===== src/rtl/sap_pkg.sv =====
// Shared types and sizes for the SAP-1 program/data RAM and its byte-stream loader.
package sap_pkg;

  localparam int ADDR_W = 4;
  localparam int DATA_W = 8;
  localparam int DEPTH  = 1 << ADDR_W;

  typedef logic [DATA_W-1:0] sap_word_t;
  typedef logic [ADDR_W-1:0] sap_addr_t;

  typedef enum logic [1:0] {
    RUN  = 2'd0,
    PROG = 2'd1,
    DONE = 2'd2
  } ram_state_t;

endpackage


===== src/rtl/sap_ram_loader.sv =====
// Loader FSM: owns the RUN/PROG/DONE state, the auto-incrementing load address and
// the valid/ready handshake, and hands a write strobe/address/data to the RAM.
//
// state | meaning
// RUN   | RAM answers the MAR; loader idle
// PROG  | accepting bytes into prog_addr, ready high
// DONE  | all DEPTH words loaded; waiting for prog_mode to drop
module sap_ram_loader
  import sap_pkg::*;
(
  input  logic       clk,
  input  logic       reset_n,
  input  logic       prog_mode,
  input  logic       prog_valid,
  input  sap_word_t  prog_data,
  output ram_state_t state,
  output logic       prog_ready,
  output logic       prog_done,
  output sap_addr_t  prog_addr,
  output logic       wr_en,
  output sap_addr_t  wr_addr,
  output sap_word_t  wr_data
);

  ram_state_t state_q, state_d;
  sap_addr_t  addr_q, addr_d;

  always_comb begin
    state_d = state_q;
    addr_d  = addr_q;
    wr_en   = 1'b0;
    case (state_q)
      RUN: begin
        if (prog_mode) begin
          state_d = PROG;
          addr_d  = '0;
        end
      end
      PROG: begin
        // Dropping prog_mode wins over a byte presented on the same edge.
        if (!prog_mode) begin
          state_d = RUN;
        end else if (prog_valid) begin
          wr_en  = 1'b1;
          addr_d = addr_q + 1'b1;
          if (addr_q == sap_addr_t'(DEPTH - 1)) state_d = DONE;
        end
      end
      DONE: begin
        if (!prog_mode) state_d = RUN;
      end
      default: state_d = RUN;
    endcase
  end

  always_ff @(posedge clk or negedge reset_n) begin
    if (!reset_n) begin
      state_q <= RUN;
      addr_q  <= '0;
    end else begin
      state_q <= state_d;
      addr_q  <= addr_d;
    end
  end

  assign state      = state_q;
  assign prog_ready = (state_q == PROG);
  assign prog_done  = (state_q == DONE);
  assign prog_addr  = addr_q;
  assign wr_addr    = addr_q;
  assign wr_data    = prog_data;

endmodule


===== src/rtl/sap_ram.sv =====
// SAP-1 16x8 RAM: MAR-addressed read/write in RUN, filled by the stream loader in PROG.
// Reads register the old word, so a same-address read+write returns pre-write data.
module sap_ram
  import sap_pkg::*;
(
  input  logic              clk,
  input  logic              reset_n,
  input  logic [ADDR_W-1:0] mar_address,
  input  logic              ce,
  input  logic              we,
  input  logic [DATA_W-1:0] w_bus_in,
  output logic [DATA_W-1:0] w_bus_out,
  output logic              w_bus_oe,
  input  logic              prog_mode,
  input  logic              prog_valid,
  input  logic [DATA_W-1:0] prog_data,
  output logic              prog_ready,
  output logic              prog_done,
  output logic [ADDR_W-1:0] prog_addr
);

  ram_state_t state;
  logic       ld_wr_en;
  sap_addr_t  ld_wr_addr;
  sap_word_t  ld_wr_data;

  sap_ram_loader u_loader (
    .clk        (clk),
    .reset_n    (reset_n),
    .prog_mode  (prog_mode),
    .prog_valid (prog_valid),
    .prog_data  (prog_data),
    .state      (state),
    .prog_ready (prog_ready),
    .prog_done  (prog_done),
    .prog_addr  (prog_addr),
    .wr_en      (ld_wr_en),
    .wr_addr    (ld_wr_addr),
    .wr_data    (ld_wr_data)
  );

  sap_word_t mem_q [DEPTH];
  sap_word_t mem_d [DEPTH];
  sap_word_t rdata_q, rdata_d;
  logic      oe_q, oe_d;
  logic      run_active;

  // The edge that enters PROG must not also service the MAR.
  assign run_active = (state == RUN) && !prog_mode;

  always_comb begin
    mem_d   = mem_q;
    rdata_d = rdata_q;
    oe_d    = 1'b0;
    if (run_active && ce) begin
      rdata_d = mem_q[mar_address];
      oe_d    = 1'b1;
    end
    if (ld_wr_en) begin
      mem_d[ld_wr_addr] = ld_wr_data;
    end else if (run_active && we) begin
      mem_d[mar_address] = w_bus_in;
    end
  end

  always_ff @(posedge clk or negedge reset_n) begin
    if (!reset_n) begin
      for (int i = 0; i < DEPTH; i++) mem_q[i] <= '0;
      rdata_q <= '0;
      oe_q    <= 1'b0;
    end else begin
      mem_q   <= mem_d;
      rdata_q <= rdata_d;
      oe_q    <= oe_d;
    end
  end

  assign w_bus_out = rdata_q;
  assign w_bus_oe  = oe_q;

endmodule


===== config.mk =====
export PLATFORM = sky130hd
export DESIGN_NAME = sap_ram
export DESIGN_NICKNAME = d
export VERILOG_FILES = /design/src/rtl/sap_pkg.sv /design/src/rtl/sap_ram_loader.sv /design/src/rtl/sap_ram.sv
export SDC_FILE = /design/constraint.sdc
export NUM_CORES = 1
export LEC_CHECK = 0
export ABC_AREA = 1
export CAP_MARGIN = 20
export CORE_MARGIN = 5
export CORE_UTILIZATION = 60
export CTS_CLUSTER_SIZE = 24
export DETAILED_ROUTE_END_ITERATION = 8
export PLACE_DENSITY = 0.78
export SKIP_CTS_REPAIR_TIMING = 1
export SLEW_MARGIN = 20
export SYNTH_ARGS = -nofsm -noshare
export SYNTH_HDL_FRONTEND = slang
export SYNTH_SLANG_ARGS = --single-unit

===== constraint.sdc =====
create_clock -name clk -period 2.05 [get_ports clk]
set_input_delay 0.41 -clock clk [delete_from_list [all_inputs] [get_ports clk]]
set_output_delay 0.41 -clock clk [all_outputs]
set_load 0.005 [all_outputs]

==> results <==
- The class of the most critical setup path is reg -> out.
- Leaving out filler cells and counting taps, the final layout contains 1598.
- The max-slew violation total from the final report was 0.
- The initial antenna violation count is 0.
- For the worst-skew pair, the clock arrives at the later sink with an insertion delay of 0.43 ns.
- The worst max-slew margin expressed relative to the limit is 63.4%.
- The core region is about 0.014 mm^2.
- The overall die width is 129 um.
- In the routed layout, each cell is associated on average with a via count of around 5.8.
- Setup violations remaining at the end of the flow were counted as 0.
- The final wirelength is ~29000 um.
- The routed layout has 9278 vias.
- The library cell occupying the most area in the post-synthesis netlist is sky130_fd_sc_hd__dfrtp_1.
- The congestion estimate from routability-driven global placement came to 0.973.
- The H-tree was split into 4 levels.
- The slew of the pin with the lowest slew margin is approximately 0.55 ns.
- The total number of yosys warnings is 0.
- The count of endpoints failing hold in the final timing report is 0.
- In this run the static leakage power is around 0.0056 uW.
- The final cycle utilization of the critical path is 96.0%.
- The iteration-0 DRC count of the detailed router is 1535.
- Counting every sink on the clock net gives 143.
- For this run the aggregate overflow at the end of global routing stands at 0.
- The signal arrival time at the worst endpoint is 1.56 ns.
- The count of max-cap constraint violations is 0.
- The buffer levels on the longest clock path is 2.
- The count of nets left with antenna violations once routing finished came out at 0.
- STA puts the critical path data required time at around 1.6 ns.
- The worst hold slack is 0.477 ns.
- The switching power total is 1850 uW.
- The min-delay analysis places its worst path in the category in -> async.
- The via count of the first global-routing pass is between 8000 and 9000.
- The number of antenna diodes is 0.
- The endpoint class of the critical path is an output pin.
- The synthesized netlist net count is 1299.
- The layout net count is 1437.
- Setup repair after global routing left no endpoint under its margin.
- Internal power comes to 5330 uW.
- Clock tree synthesis selected as its root buffer the cell sky130_fd_sc_hd__clkbuf_16.
- In this run the cell area measured after placement is 0.00987 mm^2.
- Of all nets on the critical path, the largest fanout is 4.
- Of the total power, the share spent switching nets is 25.8%.
- In this run the core area contains 43 standard-cell rows.
- Port buffering added 40 buffers.
- TritonCTS built the clock tree.
- In the detailed route, the total length drawn on met3 is 3150 um.
- The final design area excluding fillers is ~0.010 mm^2.
- The flow ran to the end, and the final reports show no timing, DRC or antenna violations.
- The layout cell share with drive strength beyond 1 is about 14%.
- The maximum number of pins on one net before global-route repair is 47.
- The worst register-to-register path begins at u_loader.state[1].
- Of the post-synthesis cell area, the dominant cell type holds 42.3%.
- The distinct cell type count of the synthesized netlist is 29.
- Subtracting the final worst setup slack from the clock period gives 1.97 ns.
- The maximum ir drop on the vdd rail is 0.619 mV.
- The post-synthesis share of cell area spent on xor and xnor gates is 0%.
- The detailed-placement wirelength estimate is 20900 um.
- The number of flip-flops and latches in the synthesized netlist is 143.
- The clock slew at the register clock pins of the worst setup and hold paths is 0.06 ns.
- The setup skew after layout is 0.00993 ns.
- The post-route DRC violation count is 0.
- Dividing the detail-routed wire length by the instance count gives roughly 18 um.
- In this run, the clock network consumes 45.8% of the power.
- After detailed placement, the design holds a cell count of 1567.
- After detailed routing, the met2 layer carries 13000 um of wire.
- The layout overhead on the synthesized area is 24.0%.
- The maximum achievable frequency is a little over 0.5 GHz.
- The compound-cell area share of the yosys netlist is 11.7%.
- The first global-routing pass estimated 46700 um of wire.
- The uppermost layer routed is met4.
- The synthesized area is 0.00847 mm^2.
- Total power for the finished layout comes to 7180 uW.
- The power density over the cells is around 680 mW/mm^2.
- The top cell types in the final layout, fill and taps aside, are sky130_fd_sc_hd__nand2_1 (768), sky130_fd_sc_hd__dfrtp_1 (141), sky130_fd_sc_hd__buf_4 (101).
- The largest family of logic cells by synthesized area is simple AND/OR/NAND/NOR gates.
- The die height is roughly 130 um.
- The multiplexer fraction of the synthesized cell area is 0%.
- For this block, wires on met1 add up to 11200 um.
- The sequential power share is 41.5%.
- Global routing consumed, over all layers together, 37.1% of the routing resources.
- Buffers inserted during clock tree synthesis total 17.
- By area the synthesized netlist is led by sky130_fd_sc_hd__dfrtp_1 (42%), sky130_fd_sc_hd__nand2_1 (34%), sky130_fd_sc_hd__o22ai_1 (5.3%).
- The most frequent standard cell in the layout excluding fill and tap cells is sky130_fd_sc_hd__nand2_1.
- The critical path launch point is u_loader.state[0].
- The share of synthesized cell area in and, or, nand and nor gates is 40.7%.
- After synthesis, flip-flops and latches occupy 42.3% of the total area.
- The number of placed I/O pins is 41.
- The depth of the worst register-to-register path is 8.
- The share of power burned in combinational logic is 12.7%.
- The floorplan step defined a die boundary enclosing 0.0166 mm^2.
- Each instance of the synthesized netlist takes up on average 6.67 um^2.
- The type of element launching the critical path is a register.
- The iteration count of the initial detailed-routing pass is 6.
- The effective utilization at floorplan is 61.0%.
- Synthesis produced a netlist whose cell count is ~1300.
- Summing the areas of all fa, ha and maj instances in the mapped netlist gives less than 1% of the synthesized area.
- The total of fill cells in the finished design is 1104.
==> power groups by stage <==
stage	combinational [uW]	clock, uW	sequential, uW
final	909	3290	2980
after global placement	867	0	3020
after global routing	979	3440	2990
after floorplan	404	0	3020
after detailed placement	883	0	3030
after CTS	891	3290	2980
==> cell families (layout without fill, tap and decap cells) <==
kind of cell	count (synthesis)	count (layout)
buffers and inverters	94	243
AND/OR/NAND/NOR	877	877
adder cells (fa/ha/maj)	4	4
flip-flops	143	143
AO/OA/AOI/OAI	151	151
==> critical path, cell delays in order, from the launching register on <==
cell	delay [ns]
sky130_fd_sc_hd__dfrtp_2	0.41
sky130_fd_sc_hd__inv_2	0.07
sky130_fd_sc_hd__nor2_2	0.12
sky130_fd_sc_hd__clkdlybuf4s50_1	0.52
==> final cells by class <==
type | instances | area, um^2 | share of cell area, %
timing repair buffer | 151 | 1350 | 12.8
tap | 180 | 225 | 2.15
inverter | 62 | 233 | 2.22
multi-input combinational | 1032 | 4500 | 42.9
clock inverter | 10 | 163 | 1.55
clock buffer | 20 | 447 | 4.26
sequential | 143 | 3580 | 34.1
==> Yosys cell counts (all sizes together) <==
cell,number
o22ai,81
nand3,48
clkinv,1
a41oi,1
a22o,1
o21ai,62
nand4,1
ha,4
a21oi,6
nand2,781
dfrtp,143
or2,8
nor2,36
nor3,3
buf,22
inv,61
clkbuf,10
==> routing by layer <==
metal | global-route usage, % | up-vias
li1 | - | 4330
met1 | 49.0 | 4224
met2 | 55.9 | 594
met3 | 8.43 | 130
met4 | 21.9 | 0
met5 | 0 | -
==> flip-flops by register name, summed over array words and instances, names as in the netlist <==
name,count
mem_q,128
u_loader.prog_addr,4
u_loader.state,2
w_bus_oe,1
w_bus_out,8
==> metrics by stage <==
| stage | utilization (%) | setup slack (ns) | TNS (ns) |
|---|---|---|---|
| 2_1_floorplan | - | 0.354 | 0 |
| 3_3_place_gp | 71.1 | -0.152 | -7.74 |
| 3_5_place_dp | 71.1 | -0.240 | -13.97 |
| 4_1_cts | 75.5 | 0.0465 | 0 |
| 5_1_grt | 75.6 | 0.0311 | 0 |
| 6_report | 75.6 | 0.0818 | 0 |
==> worst paths after layout <==
| check | end | slack, ns |
|---|---|---|
| worst max-delay path | prog_ready | 0.08 |
| worst min-delay path | mem_q[57] | 0.48 |
| worst max register to register | mem_q[48] | 0.22 |
| worst min register to register | mem_q[31] | 0.48 |
| max in group asynchronous | w_bus_oe | 0.90 |
| min in group clk | mem_q[31] | 0.48 |
Note: power is estimated with default switching activity, not from simulation.
